`src/rtl/add_sub_vec.sv`:
```
// Streaming lane-wise add/sub kernel with ap_ctrl_hs control, joined AXI-Stream
// inputs, optional signed saturation and a 2-entry output buffer.
module add_sub_vec #(
    parameter int LANES  = 4,
    parameter int LANE_W = 32,
    parameter int CNT_W  = 16
) (
    input  logic                    ap_clk,
    input  logic                    ap_rst,
    input  logic                    ap_start,
    output logic                    ap_done,
    output logic                    ap_idle,
    output logic                    ap_ready,
    input  logic [1:0]              op,
    input  logic [CNT_W-1:0]        num_beats,
    input  logic [LANES*LANE_W-1:0] axis_in1_TDATA,
    input  logic                    axis_in1_TVALID,
    output logic                    axis_in1_TREADY,
    input  logic [LANES*LANE_W-1:0] axis_in2_TDATA,
    input  logic                    axis_in2_TVALID,
    output logic                    axis_in2_TREADY,
    output logic [LANES*LANE_W-1:0] axis_out_TDATA,
    output logic                    axis_out_TVALID,
    input  logic                    axis_out_TREADY,
    output logic                    axis_out_TLAST,
    output logic [CNT_W-1:0]        sat_cnt
);

    localparam int DATA_W = LANES * LANE_W;
    localparam logic [CNT_W-1:0]  CNT_ONE = CNT_W'(1);
    localparam logic [LANE_W-1:0] SMAX = {1'b0, {(LANE_W-1){1'b1}}};
    localparam logic [LANE_W-1:0] SMIN = {1'b1, {(LANE_W-1){1'b0}}};

    typedef enum logic [1:0] {
        S_IDLE,
        S_RUN,
        S_DONE
    } state_t;

    state_t state, state_nxt;

    logic [1:0]       op_q;
    logic [CNT_W-1:0] nb_q;
    logic [CNT_W-1:0] in_cnt;

    logic [DATA_W-1:0] mem_data [2];
    logic [1:0]        mem_last;
    logic              rd_ptr;
    logic              wr_ptr;
    logic [1:0]        occ;

    logic              accept;
    logic              pop;
    logic              room;
    logic              last_in;
    logic [DATA_W-1:0] res;
    logic              clip;
    logic [LANE_W:0]   ax, bx, sx;

    // Lane arithmetic is done one bit wider so signed overflow shows up
    // as a mismatch between the two top bits.
    always_comb begin
        res  = '0;
        clip = 1'b0;
        ax   = '0;
        bx   = '0;
        sx   = '0;
        for (int i = 0; i < LANES; i++) begin
            ax = {axis_in1_TDATA[i*LANE_W+LANE_W-1],
                  axis_in1_TDATA[i*LANE_W +: LANE_W]};
            bx = {axis_in2_TDATA[i*LANE_W+LANE_W-1],
                  axis_in2_TDATA[i*LANE_W +: LANE_W]};
            sx = op_q[0] ? (ax - bx) : (ax + bx);
            if (op_q[1] && (sx[LANE_W] != sx[LANE_W-1])) begin
                clip = 1'b1;
                res[i*LANE_W +: LANE_W] = sx[LANE_W] ? SMIN : SMAX;
            end else begin
                res[i*LANE_W +: LANE_W] = sx[LANE_W-1:0];
            end
        end
    end

    assign pop     = axis_out_TVALID & axis_out_TREADY;
    assign room    = (occ != 2'd2) | pop;
    assign accept  = (state == S_RUN) & axis_in1_TVALID & axis_in2_TVALID
                   & room & (in_cnt < nb_q);
    assign last_in = (in_cnt == (nb_q - CNT_ONE));

    assign axis_in1_TREADY = accept;
    assign axis_in2_TREADY = accept;

    assign axis_out_TVALID = (occ != 2'd0);
    assign axis_out_TDATA  = mem_data[rd_ptr];
    assign axis_out_TLAST  = mem_last[rd_ptr] & axis_out_TVALID;

    assign ap_idle  = (state == S_IDLE);
    assign ap_done  = (state == S_DONE);
    assign ap_ready = (state == S_DONE);

    always_comb begin
        state_nxt = state;
        unique case (state)
            S_IDLE: begin
                if (ap_start) begin
                    state_nxt = (num_beats == '0) ? S_DONE : S_RUN;
                end
            end
            S_RUN: begin
                if (pop && axis_out_TLAST) begin
                    state_nxt = S_DONE;
                end
            end
            S_DONE:  state_nxt = S_IDLE;
            default: state_nxt = S_IDLE;
        endcase
    end

    always_ff @(posedge ap_clk) begin
        if (ap_rst) begin
            state   <= S_IDLE;
            op_q    <= '0;
            nb_q    <= '0;
            in_cnt  <= '0;
            sat_cnt <= '0;
        end else begin
            state <= state_nxt;
            if ((state == S_IDLE) && ap_start) begin
                op_q    <= op;
                nb_q    <= num_beats;
                in_cnt  <= '0;
                sat_cnt <= '0;
            end else if (accept) begin
                in_cnt <= in_cnt + CNT_ONE;
                if (clip && (sat_cnt != '1)) begin
                    sat_cnt <= sat_cnt + CNT_ONE;
                end
            end
        end
    end

    // Two-slot ring; a full buffer may push and pop on the same edge.
    always_ff @(posedge ap_clk) begin
        if (ap_rst) begin
            mem_data[0] <= '0;
            mem_data[1] <= '0;
            mem_last    <= '0;
            rd_ptr      <= 1'b0;
            wr_ptr      <= 1'b0;
            occ         <= 2'd0;
        end else begin
            if (accept) begin
                mem_data[wr_ptr] <= res;
                mem_last[wr_ptr] <= last_in;
                wr_ptr           <= ~wr_ptr;
            end
            if (pop) begin
                rd_ptr <= ~rd_ptr;
            end
            unique case ({accept, pop})
                2'b10:   occ <= occ + 2'd1;
                2'b01:   occ <= occ - 2'd1;
                default: occ <= occ;
            endcase
        end
    end

endmodule

```
`config.mk`:
```
export PLATFORM = sky130hd
export DESIGN_NAME = add_sub_vec
export DESIGN_NICKNAME = d
export VERILOG_FILES = /design/src/rtl/add_sub_vec.sv
export SDC_FILE = /design/constraint.sdc
export NUM_CORES = 1
export LEC_CHECK = 0
export BUFFER_PORTS_ARGS = -buffer_cell sky130_fd_sc_hd__buf_2
export CORE_ASPECT_RATIO = 0.8
export CORE_MARGIN = 2
export CORE_UTILIZATION = 57
export CTS_BUF_LIST = sky130_fd_sc_hd__clkbuf_16
export DETAILED_ROUTE_END_ITERATION = 8
export HOLD_SLACK_MARGIN = 0.08
export MAX_ROUTING_LAYER = met4
export PLACE_DENSITY = 0.85
export REMOVE_ABC_BUFFERS = 1
export SYNTH_ARGS = -nofsm -noshare
export SYNTH_HDL_FRONTEND = slang
export SYNTH_SLANG_ARGS = --single-unit
```
`constraint.sdc`:
```
create_clock -name ap_clk -period 27.1 [get_ports ap_clk]
set_input_delay 5.42 -clock ap_clk [delete_from_list [all_inputs] [get_ports ap_clk]]
set_output_delay 5.42 -clock ap_clk [all_outputs]
set_load 0.02 [all_outputs]
```
==> key figures <==
Timing
  – # setup viols final: 0
  – Final hold violations: 0
  – Worst Skew: between 0.02 and 0.025 ns
  – Setup TNS Final: 0 ns
  – Tcrit/Tclk final: 45.4%
  – RSZ-0062 raised after global routing: no
  – F_max: 81.3 MHz
  – Hold Slack: 0.479 ns
  – Minimum clock period after layout: roughly 12 ns
  – Final Max Tran Viols: 0
  – Worst slew pin tran: 1.23 ns
  – Slew HR: 17.8%

Clock network
  – Clock Latency Late Sink: about 0.53 ns
  – TritonCTS clock tree: done
  – Clk sink count: 315
  – Max H-tree Level: 2
  – CTS Buf Count: 35
  – Cts hold-fix bufs: 0
  – Worst-path clk slew: roughly 0.060 ns
  – Quantity of gates resized following cts: 0
  – Root Buffer: clkbuf_16
  – Clk buf depth: 3
  – Setup Fix Bufs, Post-CTS: 0

Yosys
  – Post-synthesis sequential area ratio: 36.9%
  – Synth Warn #: 0
  – Ys async rst share: 0%
  – Synth cell types: 84
  – Post-Synth Adder-Cell Area: 8.24%
  – Mapped cell area: 0.0240 sq mm
  – Post-Syn Area per Cell: 9.09 sq um
  – Synth Area in Simple Gates: between 15 and 20%
  – Number of flops mapped to enable cells by yosys: 256
  – Post-synthesis xor/xnor area fraction: 10.5%
  – Register bit total from synthesis: 315
  – Gate Count Post-Synth: 2,646
  – Largest family of logic cells by synthesized area: compound AO/OA/AOI/OAI gates
  – Post-synthesis compound-gate area fraction: ~17%
  – Synth Flop Type: edfxtp_1
  – Post-synthesis mux area share: 6.38%

Critical path
  – Critical path launch point type: input pin
  – Crit Path Category: input pin to output pin
  – Cell family with most CP delay: buffers and inverters
  – CP arrival: 6.87 ns
  – Slowest CP cell: or2_2
  – Most used cell, CP: buf_2
  – Worst EP required: 21.68 ns
  – WP buf/inv: 3
  – CP endpoint kind: output pin
  – Largest fanout on the critical path: 14
  – Largest stage delay on the critical path: 0.39 ns
  – CP Cell Sequence: buf_2, nand4_1, a21oi_1, o21ai_0, or2_2, inv_1, buf_2

Min path
  – Hold Path Class: register to register

Floorplan
  – Die H: 188 microns
  – CORE AREA: 0.0417 sq mm
  – # IOs: 431
  – Row count: 67
  – Die ar.: ~0.044 sq mm
  – Die X-Extent: 234 microns
  – Initial Util: 57.6%

Global route
  – Gr usage total: 31.0%
  – Vias in the first global route: 20,900
  – Largest net degree at the start of global routing: 76
  – First-pass GRT wire length: 107 mm
  – Initial antenna violation count: 13
  – Overflow left after global routing: 0

Power and ir drop
  – Net Sw Power: roughly 0.55 mW
  – Reg power frac: 34.5%
  – Pwr per Cell Area: 58.2 mW/mm^2
  – Internal power: 1.06 mW
  – Switching power share of the total: 34.2%
  – Leak: 11.5 nW
  – Logic gate share of total power: 35.2%
  – Worst vdd ir: 0.0381 mV
  – Clock share of power: 30.2%

Layout
  – FILL cells: 3,350
  – Layout cells sized above 1: 22.1%
  – Final nets: 3,442
  – Cell area after layout: ~0.028 sq mm
  – Area growth syn-to-layout: 15.4%

Placement
  – Placed Area: 0.0265 sq mm
  – Port buffer count: 430
  – Hpwl dp: 50.4 mm
  – RePlAce Congestion: 0.936

Status
  – Status: complete, no violations

Flow run
  – Max Cap Viol: 0

Drt
  – DRT Pass-1 Iters: 5
  – Via/cell ratio: between 6 and 7
  – Total wire length: slightly below 70 mm
  – ANT nets after route: 0
  – Wirelength per Cell: 19.0 microns
  – DRC viols: 0
  – Via Count: 21,700
  – Drt first-iter violations: 1,886
-- layout make-up --
class                           count  area, sq um  share of cell area, %
Antenna cell                       13         32.5                  0.117
Clock buffer                       37          926                   3.34
Clock inverter                     26          230                  0.830
Inverter                           97          364                   1.31
Multi-Input combinational cell   2113        14400                   51.8
Sequential cell                   315         8880                   32.0
Tap cell                          552          691                   2.49
Timing Repair Buffer              444         2260                   8.14
-- cell families after synthesis --
family	Yosys count
compound gates	704
xor+xnor	281
fa+ha+maj	156
buf+inv	218
flops	315
mux	137
simple gates	835
-- cells in the mapped netlist, types with 15 or more instances --
cell type / instances / area [sq um]
and2_1: 33 / 206
o21bai_1: 22 / 165
nand2_1: 123 / 462
nand4_1: 23 / 144
a21oi_1: 311 / 1560
xor2_1: 69 / 604
o21ai_0: 152 / 761
a21o_1: 45 / 338
inv_1: 97 / 364
nor3_1: 59 / 295
ha_1: 152 / 1900
nor4_1: 33 / 206
nor2b_1: 35 / 219
clkbuf_1: 103 / 387
or4_1: 23 / 173
nand2b_1: 32 / 200
dfxtp_1: 59 / 1180
nor2_1: 338 / 1270
nand3_1: 48 / 240
xnor2_1: 207 / 1810
or3_1: 15 / 93.8
edfxtp_1: 256 / 7690
mux2_2: 130 / 1460
and3_1: 28 / 175
o31ai_1: 18 / 135
a31oi_1: 19 / 119
o21a_1: 31 / 233
-- worst reg2reg max path: stages, from the launching register on --
cell and delay, ns:
dfxtp_4 0.53, buf_4 0.50, mux2i_1 0.34, fa_1 0.52
a211oi_1 0.21, o21ai_0 0.18, a221o_1 0.44, a31oi_4 0.26
o211ai_2 0.18, o31a_1 0.33, a21o_1 0.19, xor2_1 0.19
nor3_2 0.94, o21ai_0 0.39, nor2b_1 0.23
-- stage by stage --
step           util (%)  std cells  total power, mW  setup slack [ns]
6_report           66.4       3597             1.61             14.81
5_1_grt            66.4       3597             1.69             14.66
4_1_cts            66.4       3584             1.61             14.83
3_5_place_dp       63.6       3521             1.13             14.82
3_3_place_gp       63.6       3521             1.11             14.87
2_1_floorplan         -       2525            0.981             14.49
-- power by group through the flow --
stage	combinational (mW)	sequential [mW]	clock, mW
2_1_floorplan	0.410	0.571	0
3_3_place_gp	0.542	0.566	0
3_5_place_dp	0.558	0.568	0
6_report	0.569	0.558	0.488
4_1_cts	0.562	0.558	0.492
5_1_grt	0.622	0.560	0.511
-- flip-flops by register name, indices dropped and copies added, names as in the netlist, named ones only --
name      count
occ           2
op_q          2
in_cnt       16
mem_data    256
mem_last      2
sat_cnt      16
wr_ptr        1
nb_q         16
state         2
rd_ptr        1
-- cells in the final DEF, fill, tap and decap left out, types with 18 or more instances in the layout --
master     netlist  final
and3_1          28     28
buf_2            6    430
inv_1           97    100
nand4_1         23     23
clkbuf_16        0     37
nor3_1          59     56
o21ai_0        152    152
nand2_1        123    123
or4_1           23     23
xor2_1          69     69
o21a_1          31     31
a31oi_1         19     19
and2_1          33     33
nand3_1         48     48
mux2_2         130    130
a21o_1          45     45
dfxtp_1         59     57
a21oi_1        311    311
xnor2_1        207    207
o31ai_1         18     18
nor2b_1         35     35
nor2_1         338    338
nand2b_1        32     31
nor4_1          33     33
o21bai_1        22     21
edfxtp_1       256    256
ha_1           152    152
-- routing by layer --
layer  wire (microns)  global-route usage, %
met5                0                      -
met4             1660                   8.23
met3             5450                   5.92
met2            32900                   50.6
met1            28400                   39.3
-- final timing paths --
check / slack [ns] / startpoint / endpoint / cells after the start
worst max-delay path: 14.81 / axis_in2_TVALID / axis_in1_TREADY / 7
worst min-delay path: 0.48 / mem_last[1]$_SDFFE_PP0P_ / mem_last[1]$_SDFFE_PP0P_ / 2
worst min register to register: 0.48 / mem_last[1]$_SDFFE_PP0P_ / mem_last[1]$_SDFFE_PP0P_ / 2
worst max register to register: 21.38 / op_q[0]$_SDFFE_PP0P_ / mem_data[1][91]$_SDFFCE_PN0P_ / 14
Power figures use the tool's default switching activity.
